File: src/rtl/if_fetch_stage.sv
// Instruction-fetch stage: owns the PC, captures instruction memory data into IF/ID,
// and handles stalls, EX redirects and the halt opcode.
module if_fetch_stage #(
    parameter logic [31:0] RESET_PC    = 32'h0000_0000,
    parameter logic [6:0]  HALT_OPCODE = 7'b1111111,
    parameter logic [31:0] NOP_INSTR   = 32'h0000_0013
) (
    input  logic        clk,
    input  logic        rst_n,
    input  logic        stall_i,
    input  logic        redirect_i,
    input  logic [31:0] redirect_pc_i,
    output logic [31:0] imem_pc_o,
    input  logic [31:0] imem_instr_i,
    output logic [31:0] ifid_pc_o,
    output logic [31:0] ifid_instr_o,
    output logic        ifid_valid_o,
    output logic        halted_o,
    output logic [31:0] fetch_count_o
);

    typedef enum logic {RUN, HALTED} state_t;

    state_t      state, state_nxt;
    logic [31:0] pc, pc_nxt;
    logic [31:0] ifid_pc, ifid_pc_nxt;
    logic [31:0] ifid_instr, ifid_instr_nxt;
    logic        ifid_valid, ifid_valid_nxt;
    logic [31:0] fetch_count, fetch_count_nxt;

    logic        is_halt;
    logic [31:0] redirect_target;

    assign is_halt         = (imem_instr_i[6:0] == HALT_OPCODE);
    assign redirect_target = {redirect_pc_i[31:2], 2'b00};

    always_ff @(posedge clk or negedge rst_n) begin
        if (!rst_n) begin
            state       <= RUN;
            pc          <= RESET_PC;
            ifid_pc     <= 32'h0;
            ifid_instr  <= NOP_INSTR;
            ifid_valid  <= 1'b0;
            fetch_count <= 32'h0;
        end else begin
            state       <= state_nxt;
            pc          <= pc_nxt;
            ifid_pc     <= ifid_pc_nxt;
            ifid_instr  <= ifid_instr_nxt;
            ifid_valid  <= ifid_valid_nxt;
            fetch_count <= fetch_count_nxt;
        end
    end

    // Priority is redirect > stall > normal in both states; everything holds by default.
    always_comb begin
        state_nxt       = state;
        pc_nxt          = pc;
        ifid_pc_nxt     = ifid_pc;
        ifid_instr_nxt  = ifid_instr;
        ifid_valid_nxt  = ifid_valid;
        fetch_count_nxt = fetch_count;

        case (state)
            RUN: begin
                if (redirect_i) begin
                    pc_nxt         = redirect_target;
                    ifid_pc_nxt    = 32'h0;
                    ifid_instr_nxt = NOP_INSTR;
                    ifid_valid_nxt = 1'b0;
                end else if (!stall_i) begin
                    ifid_pc_nxt     = pc;
                    ifid_instr_nxt  = imem_instr_i;
                    ifid_valid_nxt  = 1'b1;
                    fetch_count_nxt = fetch_count + 32'd1;
                    if (is_halt) begin
                        state_nxt = HALTED;
                    end else begin
                        pc_nxt = pc + 32'd4;
                    end
                end
            end
            HALTED: begin
                if (redirect_i) begin
                    state_nxt      = RUN;
                    pc_nxt         = redirect_target;
                    ifid_pc_nxt    = 32'h0;
                    ifid_instr_nxt = NOP_INSTR;
                    ifid_valid_nxt = 1'b0;
                end else if (!stall_i) begin
                    // Keep decode fed with bubbles once the halt word has drained.
                    ifid_pc_nxt    = 32'h0;
                    ifid_instr_nxt = NOP_INSTR;
                    ifid_valid_nxt = 1'b0;
                end
            end
            default: state_nxt = RUN;
        endcase
    end

    assign imem_pc_o     = pc;
    assign ifid_pc_o     = ifid_pc;
    assign ifid_instr_o  = ifid_instr;
    assign ifid_valid_o  = ifid_valid;
    assign halted_o      = (state == HALTED);
    assign fetch_count_o = fetch_count;

endmodule

File: config.mk
export PLATFORM = sky130hd
export DESIGN_NAME = if_fetch_stage
export DESIGN_NICKNAME = d
export VERILOG_FILES = /design/src/rtl/if_fetch_stage.sv
export SDC_FILE = /design/constraint.sdc
export NUM_CORES = 1
export LEC_CHECK = 0
export ABC_CLOCK_PERIOD_IN_PS = 1990
export BUFFER_PORTS_ARGS = -buffer_cell sky130_fd_sc_hd__buf_4
export CORE_AREA = 2 2 130 145
export DETAILED_ROUTE_END_ITERATION = 6
export DIE_AREA = 0 0 132 147
export GPL_ROUTABILITY_DRIVEN = 0
export PLACE_DENSITY_LB_ADDON = 0.3
export SLEW_MARGIN = 30
export SYNTH_ARGS = -nofsm -noshare
export SYNTH_HDL_FRONTEND = slang
export SYNTH_SLANG_ARGS = --single-unit
File: constraint.sdc
create_clock -name clk -period 1.99 [get_ports clk]
set_clock_uncertainty 0.1 [all_clocks]
set_input_delay 0.398 -clock clk [delete_from_list [all_inputs] [get_ports clk]]
set_output_delay 0.398 -clock clk [all_outputs]
set_load 0.01 [all_outputs]
==> flow_summary.yaml <==
worst_hold_path:
  min_path_type: "input pin to flop"
outcome:
  violations: "setup timing"
  status: "finished, violations left"
drt:
  drc: 0
  routed_wl_um: 17650
  drtAntennaViolNets: 0
  dr_total_vias: 5273
  avgViaCountPerCell: 5.134
  dr.pass1.iters: 5
  drt_iter0_drc: 307
  wl_per_cell_um: 17.19
power_and_ir_drop:
  p_seq_frac: 0.400
  fin_total_pwr_w: 0.007468
  p_int_w: 0.005389
  ir_drop_mv: 0.5663
  comb_power_share: 0.195
  clkPwrFrac: 0.405
  p_leak_nw: 4.145
  switching_share: 0.2784
  cellPowerDensity_mw_per_mm2: 868.9
  p_sw_w: 0.002079
finish:
  regArea_mm2: 0.003186
  multi_input_area_mm2: 0.002361
  diodes: 0
  fill_cells: 1672
  final_nets: 841
  drive_above_1_share: 0.4247
  syn2layout_area_growth_pct: 52.44
  finalNonFillerCells: 1027
  utilization: 0.4769
logic_synthesis:
  netlist_area_mm2: 0.005638
  synth_warnings: 0
  synth_area_leaders: "dfrtp_1 55%, a22o_1 8.7%, xnor2_1 3.6%"
  ys_seq_area_frac: 0.5644
  synth_edf_count: 0
  synth_cell_types: 52
  ys_ff_latch: 127
  synth_area_leader_cell: "dfrtp_1"
  ys_top_cells_by_count: "124 x dfrtp_1, 56 x a22o_1, 40 x nand2_1"
  synthArstFlopShare: 1.000
  syn_area_per_cell_um2: 10.93
  yosysMostFrequentCell: "dfrtp_1"
  synth_ff_type: "dfrtp_1"
  synthCells: 516
  yosysTopAreaCellShare: 0.5504
sta:
  period_minus_slack_ns: 2.018
  post-route-period-util: 1.014
  finalSetupViolations: 6
  worst_slack_ns: -0.02783
  final_max_slew_viol_count: 0
  max_freq_mhz: 495.6
  hold_violations: 0
  rsz0062_at_grt: "yes"
  holdWs_ns: 0.09287
clocking:
  clk_latency_ns: 0.42
  cts_tree: "built"
  cts_buffers: 17
  clockBufferDepth: 2
  cts_sinks: 127
  clk_pin_slew_worst_paths_ns: 0.06
  htreeDepth: 4
  cts-root-buf: "clkbuf_16"
global_route:
  grt_pass1_vias: 5310
  grt-ovfl-total: 0
  antenna_found_initial: 0
  grt_max_degree: 46
  track_usage: 0.1837
  grt_pass1_wl_um: 28190
worst_setup_path:
  cp_max_fo: 5
  cp.arrival_ns: 2.22
  required_ns: 2.20
  worst_setup_path_start_kind: "flop"
  critPathCaptureType: "flop"
  crit_type: "flop to flop"
die:
  die-area_mm2: 0.01940
  fp.dieH_um: 147
  core_mm2: 0.01802
  fp-row-count: 52
  die_x_um: 132
  start_util: 0.3128
  pin_count: 198
place:
  hpwl_um: 13100
  place_inst: 990
  portBuffers: 193
flow_run:
  max-cap-violations: 0
-- state kept, by name, summed over array words and instances, names as in the netlist --
| name | cells |
|---|---|
| fetch_count_o | 32 |
| ifid_instr_o | 32 |
| ifid_pc_o | 31 |
| imem_pc_o | 30 |
| halted_o | 1 |
| ifid_valid_o | 1 |
-- final cells by class --
class | count | share of cell area
sequential | 127 | 0.3707
clock inverter | 14 | 0.01674
timing repair buffer | 272 | 0.2500
clock buffer | 18 | 0.04993
multi-input combinational | 347 | 0.2747
tap | 243 | 0.03538
inverter | 6 | 0.002620
-- kinds of logic after synthesis --
kind of cell,synth area share
buffers and inverters,0.03351
flip-flops,0.5644
XOR/XNOR,0.04816
adder cells (fa/ha/maj),0.004438
AO/OA/AOI/OAI,0.1964
AND/OR/NAND/NOR,0.1525
other,0.0006651
-- placed cells by master (no fill, tap or decap), types with 4 or more instances in the layout --
cell type | netlist | routed
nor2_1 | 25 | 22
nand2_1 | 40 | 40
a22o_1 | 56 | 56
dfrtp_1 | 124 | 121
and4_1 | 6 | 6
and3_1 | 7 | 7
nand4_1 | 17 | 17
nor4_1 | 4 | 4
a21oi_1 | 36 | 36
o22ai_1 | 11 | 11
a2bb2oi_1 | 8 | 8
clkinv_2 | 0 | 4
buf_4 | 3 | 262
nand3_1 | 29 | 28
o22a_1 | 4 | 4
clkinvlp_4 | 0 | 5
inv_1 | 6 | 6
buf_12 | 0 | 8
nor3_1 | 8 | 6
o21ai_0 | 22 | 22
clkbuf_16 | 0 | 17
xnor2_1 | 23 | 23
xor2_1 | 8 | 7
-- layer usage --
layer  share of wire  global-route usage  vias up
li1                -                   -     2431
met1            0.42              0.2254     2622
met5               0                   0        -
met4           0.019             0.07011        0
met3           0.061             0.05245       29
met2            0.50              0.3070      191
-- what timing repair did --
item,4_1_cts,5_1_grt
cloned,0,0
pin swaps,7,11
hold endpoints to repair,39,0
resized for setup,3,9
hold buffers,1,0
buffers inserted,3,1
endpoints found under the setup margin,14,30
-- per-stage QoR --
stage          setup TNS (ns)  cell area (um2)  setup WS (ns)
2_1_floorplan         -0.3962             5670       -0.07963
3_3_place_gp           -2.330             7933        -0.2076
3_5_place_dp           -2.969             7933        -0.2426
4_1_cts               -0.4278             8551       -0.08807
5_1_grt                -1.114             8594        -0.1337
6_report             -0.09310             8594       -0.02783
-- power groups by stage --
stage                     Sequential [W]  Clock (W)  Combinational, W
after CTS                        0.00299    0.00309           0.00147
after floorplan                  0.00316          0          0.000441
after global placement           0.00302          0           0.00143
after detailed placement         0.00303          0           0.00146
final                            0.00299    0.00302           0.00146
after global routing             0.00302    0.00322           0.00158
-- worst max-delay path: stages, from the launching register on --
cell	delay [ns]
dfrtp_1	0.40
or3_4	0.34
or3_4	0.36
nor4_4	0.41
nand4_1	0.16
xnor2_1	0.14
-- worst paths after layout --
path                                          end  cells past startpoint               from  slack (ns)
worst min-delay path             ifid_instr_o[10]                      2   imem_instr_i[10]        0.09
worst min register to register  fetch_count_o[31]                      1  fetch_count_o[31]        0.38
max in group asynchronous         ifid_instr_o[4]                      3              rst_n        0.78
worst max-delay path            fetch_count_o[31]                      5           halted_o       -0.03
min in group asynchronous       fetch_count_o[12]                      2              rst_n        0.38
worst max register to register  fetch_count_o[31]                      5           halted_o       -0.03
No activity file was read; power rests on OpenSTA's default activity.
